<file path="config.mk">
export PLATFORM = sky130hd
export DESIGN_NAME = ser_mux_sched_flat
export DESIGN_NICKNAME = d
export VERILOG_FILES = /design/src/rtl/ser_mux_sched_if.sv /design/src/rtl/ser_mux_sched.sv /design/src/flat_wrapper.sv
export SDC_FILE = /design/constraint.sdc
export NUM_CORES = 1
export LEC_CHECK = 0
export ABC_CLOCK_PERIOD_IN_PS = 2550
export BUFFER_PORTS_ARGS = -buffer_cell sky130_fd_sc_hd__buf_4
export CORE_AREA = 2 2 66 68
export DETAILED_ROUTE_END_ITERATION = 6
export DIE_AREA = 0 0 68 70
export SYNTH_ARGS = -nofsm -noshare
export SYNTH_HDL_FRONTEND = slang
export SYNTH_SLANG_ARGS = --single-unit
</file>
<file path="constraint.sdc">
create_clock -name clk -period 2.55 [get_ports clk]
set_clock_uncertainty 0.05 [all_clocks]
set_input_delay 0.255 -clock clk [delete_from_list [all_inputs] [get_ports clk]]
set_output_delay 0.255 -clock clk [all_outputs]
set_load 0.005 [all_outputs]
</file>
<file path="src/rtl/ser_mux_sched_if.sv">
// Parallel-word input handshake for the serializer scheduler.
// The master drives data/valid; the scheduler (slave) answers with ready.
interface ser_mux_sched_if #(
   parameter int unsigned WIDTH = 8
);
   logic [WIDTH-1:0] in_data;
   logic             in_valid;
   logic             in_ready;

   modport master (output in_data, output in_valid, input in_ready);
   modport slave  (input in_data, input in_valid, output in_ready);
endinterface

</file>
<file path="src/rtl/ser_mux_sched.sv">
// Serializer mux-tree scheduler: buffers one parallel word and streams words
// LSB-first, one bit per clk, with no gap between back-to-back words.
module ser_mux_sched #(
   parameter int unsigned WIDTH = 8
) (
   input  logic                     clk,
   input  logic                     rst,
   ser_mux_sched_if.slave           s_in,
   input  logic                     en,
   output logic [$clog2(WIDTH)-1:0] mux_sel,
   output logic                     ser_out,
   output logic                     ser_valid,
   output logic                     word_start,
   output logic                     underflow
);
   localparam int unsigned SEL_W = $clog2(WIDTH);
   localparam logic [SEL_W-1:0] LAST = SEL_W'(WIDTH - 1);

   typedef enum logic {S_IDLE, S_RUN} state_t;

   state_t           r_state;
   logic [SEL_W-1:0] r_cnt;
   logic [WIDTH-1:0] r_active;
   logic [WIDTH-1:0] r_pend;
   logic             r_pend_full;

   logic w_run;
   logic w_last;
   logic w_pop;
   logic w_xfer;

   assign w_run  = (r_state == S_RUN);
   assign w_last = w_run && (r_cnt == LAST);
   // en only matters at a word boundary: in IDLE or on the last bit of a word
   assign w_pop  = en && r_pend_full && (!w_run || w_last);

   assign s_in.in_ready = !rst && (!r_pend_full || w_pop);
   assign w_xfer        = s_in.in_valid && s_in.in_ready;

   assign mux_sel    = w_run ? r_cnt : '0;
   assign ser_out    = w_run ? r_active[r_cnt] : 1'b0;
   assign ser_valid  = w_run;
   assign word_start = w_run && (r_cnt == '0);
   assign underflow  = w_last && en && !r_pend_full;

   always_ff @(posedge clk) begin
      if (rst) begin
         r_state     <= S_IDLE;
         r_cnt       <= '0;
         r_active    <= '0;
         r_pend      <= '0;
         r_pend_full <= 1'b0;
      end else begin
         case (r_state)
            S_IDLE: begin
               if (w_pop) begin
                  r_active <= r_pend;
                  r_cnt    <= '0;
                  r_state  <= S_RUN;
               end
            end
            S_RUN: begin
               if (!w_last) begin
                  r_cnt <= r_cnt + 1'b1;
               end else if (w_pop) begin
                  r_active <= r_pend;
                  r_cnt    <= r_cnt + 1'b1;
               end else begin
                  r_cnt   <= '0;
                  r_state <= S_IDLE;
               end
            end
            default: r_state <= S_IDLE;
         endcase

         // A transfer in the same cycle as a pop refills pend, keeping it full
         if (w_xfer) begin
            r_pend      <= s_in.in_data;
            r_pend_full <= 1'b1;
         end else if (w_pop) begin
            r_pend_full <= 1'b0;
         end
      end
   end
endmodule

</file>
<file path="src/flat_wrapper.sv">
// flat-port wrapper written by rule: the top's interface ports become plain ports
module ser_mux_sched_flat 
#(
   parameter int unsigned WIDTH = 8
)
  (clk, rst, en, mux_sel, ser_out, ser_valid, word_start, underflow, s_in_in_data, s_in_in_valid, s_in_in_ready);
  ser_mux_sched_if #(.WIDTH(WIDTH)) s_in_i ();
  input  logic clk;
  input  logic rst;
  input  logic en;
  output logic [$clog2(WIDTH)-1:0] mux_sel;
  output logic ser_out;
  output logic ser_valid;
  output logic word_start;
  output logic underflow;
  input wire logic [$bits(s_in_i.in_data)-1:0] s_in_in_data;
  input wire logic [$bits(s_in_i.in_valid)-1:0] s_in_in_valid;
  output wire logic [$bits(s_in_i.in_ready)-1:0] s_in_in_ready;
  assign s_in_i.in_data = s_in_in_data;
  assign s_in_i.in_valid = s_in_in_valid;
  assign s_in_in_ready = s_in_i.in_ready;
  ser_mux_sched #(.WIDTH(WIDTH)) u_core (.clk(clk), .rst(rst), .s_in(s_in_i), .en(en), .mux_sel(mux_sel), .ser_out(ser_out), .ser_valid(ser_valid), .word_start(word_start), .underflow(underflow));
endmodule
</file>
**Word-level counts from Yosys, hierarchy flattened**

Cells that the tools add are included.

- Multiplexer cells: 16
- $add $sub $neg: 1
- $lt $le $gt $ge: 1
- Reductions and logical operators: 15
- Eq/ne operators: 3
- Bitwise operators: 1

Operators by type and width:

| kind | number |
|---|---|
| $mux 8 | 2 |
| $pmux 8 s2 | 1 |
| $mux 3 | 4 |
| $logic_and 1x1->1 | 8 |
| $mux 1 | 6 |
| $pmux 3 s2 | 1 |
| $lt 3x4->1 const B | 1 |
| $add 3x1->3 const B | 1 |
| $bmux 1 s3 | 1 |
| $eq 3x3->1 const B | 1 |
| $logic_not 1->1 | 3 |
| $logic_not 3->1 | 1 |
| $logic_or 1x1->1 | 2 |
| $ne 2x1->1 const B | 1 |
| $ne 2x2->1 const B | 1 |
| $pmux 1 s2 | 1 |
| $reduce_bool 2->1 | 1 |
| $not 1->1 | 1 |

- Word-level logic and storage cells: 42
- Bits in registers: 21
- Bits of input ports: 12

**Longest topological paths before layout**

- Depth after elaboration: 8
- Depth in mapped cells: 7
- Mapped depth without buffers: 6

**Worst setup path before layout**

No wires, ideal clock.

- Path kind: flip-flop to flip-flop
- From: register u_core.r_cnt[0]
- To: register u_core.r_pend[0]
- Path buffers: 1
- Setup slack: 0.734 ns
- Cell stages (with the launch flop): 8
- Data arrival time: 1.645 ns
- Required time: 2.379 ns
- Period minus slack after synthesis: 1.816 ns
- Cell sequence: dfxtp_1 -> ha_1 -> ha_1 -> nand2b_2 -> nand3_2 -> a211o_1 -> buf_6 -> mux2_4

- Longest elaborated chain between the ends: 7

Ends and longest elaborated chain:

| item | RTL line | source |
|---|---|---|
| from (decl) | ser_mux_sched.sv:22 | `logic [SEL_W-1:0] r_cnt;` |
| from (signal assigned) | ser_mux_sched.sv:64 | `r_cnt <= r_cnt + 1'b1;` |
| from (signal assigned) | ser_mux_sched.sv:67 | `r_cnt <= r_cnt + 1'b1;` |
| $eq 3x3->1 | ser_mux_sched.sv:33 | `assign w_last = w_run && (r_cnt == LAST);` |
| $logic_and 1x1->1 | ser_mux_sched.sv:33 |  |
| $logic_or 1x1->1 | ser_mux_sched.sv:35 | `assign w_pop = en && r_pend_full && (!w_run \|\| w_last);` |
| $logic_and 1x1->1 | ser_mux_sched.sv:35 |  |
| $logic_or 1x1->1 | ser_mux_sched.sv:37 | `assign s_in.in_ready = !rst && (!r_pend_full \|\| w_pop);` |
| $logic_and 1x1->1 | ser_mux_sched.sv:37 |  |
| $logic_and 1x1->1 | ser_mux_sched.sv:38 | `assign w_xfer = s_in.in_valid && s_in.in_ready;` |
| to (signal assigned) | ser_mux_sched.sv:78 | `r_pend <= s_in.in_data;` |
| to (decl) | ser_mux_sched.sv:24 | `logic [WIDTH-1:0] r_pend;` |

Every way passes these cells.
A chain may end at the register's enable or synchronous reset.

**Final worst setup path**

- From: register u_core.r_cnt[0]
- To: register u_core.r_pend[7]

Same word-level chain as after synthesis.

==> run summary <==
Fmax = 455 MHz
Most common cell in the synthesized netlist = dfxtp_1
Clock share of power = 0.326
Reg2Reg Setup Slack = 0.35 ns
RR Endpoint = u_core.r_pend[7]
DR WL/cell = 10.6 um
FF+latch area = 420 sq um
Mean area per synthesized cell = 9.67 sq um
VDD IR max = 0.164 mV
NumNets Final = 134
Die ar. = 4760 sq um
Top-area cell type share of the netlist area = 0.435
Asr flop ratio synth = 0
Post-CTS sizing = 0
Seq cells post-synth = 21
Mapped Nets = 115
Final Setup Violations = 0
GRT Resource Usage Total = 0.0868
Min Tclk post-route = 2.20 ns
Drt drc = 0
Critical Path AT = 2.29 ns
First-pass iteration count of the detailed router = 4
Boundary Pins = 20
Slew Limit Fails = 0
Clock Tree Buf Depth = 2
Chip height = 70 um
Placeable core region = 4140 sq um
Die Width = 68 um
Final HPWL from detailed placement = 1420 um
CP most frequent cell = ha_1
# clock sinks = 21
Max-cap violations = 0
CP startpoint kind = flip-flop
Cell-internal power = 0.000499 W
CTS Buf Count = 3
Crit path launch = u_core.r_cnt[0]
Slew @ Worst Pin = 0.566 ns
Crit-path slowest cell = a211o_1
WP depth = 6
Grt total ovfl = 0
Seq pwr share = 0.555
Final hold viol count = 0
Largest incremental delay on the critical path = 0.54 ns
P per Cell Area = 537 nW/um^2
Status = completed
Synth area leaders = dfxtp_1 43%, mux2_4 12%, nand2_1 7.8%, a21oi_1 6.2%, nor2b_1 5.8%
Worst slew margin = 0.622
DR vias = 723
Hold_buf cts = 0
Endpoint class of the critical path = flip-flop
CTS root buffer = clkbuf_8
CTS tree = done
First-pass GRT wire length = 3190 um
Initial antenna violation count = 0
Number of DRC markers in iteration 0 = 25
Reg2reg path depth = 6
Synth top cells by count = 21 x dfxtp_1, 20 x nand2_1, 12 x a21oi_1
Sum of buffers and inverters on the critical path = 0
Clk slew on worst S/H paths = 0.07 ns
Routed WL = 1800 um
Switch Pwr = 0.000142 W
Register area share after synthesis = 0.435
Fraction of layout cells with a size suffix above 1 = 0.288
Area of the multi-input gates = 509 sq um
Mapped cell area = 967 sq um
Max H-tree Level = 1
Layout area overhead = 23.4%
Filler cells = 455
Logic gate share of total power = 0.119
Critical Path RT = 2.64 ns
Final period util = 0.862
Number of global-route vias before repair = 740
Hold Crit Class = input port to flip-flop
Largest net degree at the start of global routing = 24
Hold Crit Start = s_in_in_valid
Switch share = 0.221
CP max FO = 11
RSZ-0062 raised after global routing = no
RD Place Congestion = 0.774
Top FF cell, synth = dfxtp_1
Synth warn = 0
Vias per Instance = 4.25
Fin Hold WS = 0.165 ns
Worst skew pair latency = 0.25 ns
Crit path cell chain = ha_1 -> ha_1 -> nand2b_2 -> nand3_2 -> a211o_1 -> mux2_4
Area leader, netlist = dfxtp_1
Initial Utilization = 0.233
Delay-heaviest family, CP = compound AO/OA/AOI/OAI gates
Ant. Diodes = 0
Setup CP Type = flip-flop to flip-flop
RR Startpoint = u_core.r_cnt[0]
Synth unique cells = 19
PortBufs = 19
Total negative setup slack = 0 ns
Leakage = 0.503 nW
Post-CTS setup buffer count = 0
DRT antenna net count = 0
Row cnt = 24
Synth Instances = 100
Post-synth EDFFs = 0
CP endpoint = u_core.r_pend[7]
-- routing by layer --
layer | GRT usage | wire [um] | vias up
met4 | 0.0333 | 27 | 0
met1 | 0.107 | 851 | 327
met3 | 0.0290 | 113 | 5
met2 | 0.137 | 804 | 19
met5 | 0 | 0 | -
li1 | - | - | 372
-- final cells by class --
cell class,count,share of cell area
Multi-Input combinational cell,71,0.427
Clock buffer,4,0.0377
Tap cell,52,0.0545
Sequential cell,21,0.352
Timing Repair Buffer,19,0.119
Inverter,3,0.00943
-- power by group through the flow --
stage / clock (W) / combinational, W / sequential [W]
after floorplan: 0 / 0.0000522 / 0.000360
after global routing: 0.000235 / 0.0000846 / 0.000359
after global placement: 0 / 0.0000751 / 0.000363
final: 0.000209 / 0.0000760 / 0.000356
after CTS: 0.000218 / 0.0000772 / 0.000356
after detailed placement: 0 / 0.0000768 / 0.000364
-- worst min path at each step --
stage | end | slack, ns | depth (start not counted)
detailed placement | u_core.r_active[6] | 0.39 | 2
finish | u_core.r_pend_full | 0.17 | 3
global route | u_core.r_pend[4] | 0.16 | 2
global placement | u_core.r_active[0] | 0.39 | 2
floorplan | u_core.r_pend_full | 0.32 | 2
CTS | u_core.r_pend_full | 0.16 | 3
-- cell families (layout without fill, tap and decap cells) --
group,count (synthesis),count (layout),share of synthesized area
DFF,21,21,0.435
muxes,11,11,0.181
AOI/OAI and AO/OA,17,17,0.102
adders and majority gates,3,3,0.0388
and+or+nand+nor,40,40,0.204
buffers and inverters,8,26,0.0388
-- registers in the layout, indices dropped and copies added (netlist names) --
register,count
u_core.ser_valid,1
u_core.r_pend_full,1
u_core.r_cnt,3
u_core.r_active,8
u_core.r_pend,8
-- worst min-delay path: stages --
cell	delay [ns]
buf_4	0.08
a21oi_1	0.03
nor2_1	0.07
-- placed cells by master (no fill, tap or decap), drive strengths merged --
master / count
a211o: 1
a21boi: 2
a21oi: 12
a22oi: 2
and2: 3
and4b: 1
buf: 19
clkbuf: 4
dfxtp: 21
ha: 3
inv: 3
mux2: 8
mux2i: 1
mux4: 2
nand2: 20
nand2b: 1
nand3: 1
nor2: 5
nor2b: 9
-- through the flow --
stage / instances / cell area, sq um / util / total power, W / worst slack [ns]
final: 170 / 1190 / 0.288 / 0.000641 / 0.351
after global routing: 170 / 1190 / 0.288 / 0.000678 / 0.174
after CTS: 170 / 1190 / 0.288 / 0.000652 / 0.316
after detailed placement: 166 / 1150 / 0.277 / 0.000440 / 0.322
after global placement: 166 / 1150 / 0.277 / 0.000438 / 0.434
after floorplan: 100 / 967 / - / 0.000413 / 0.734
(Power assumes the default switching activity.)
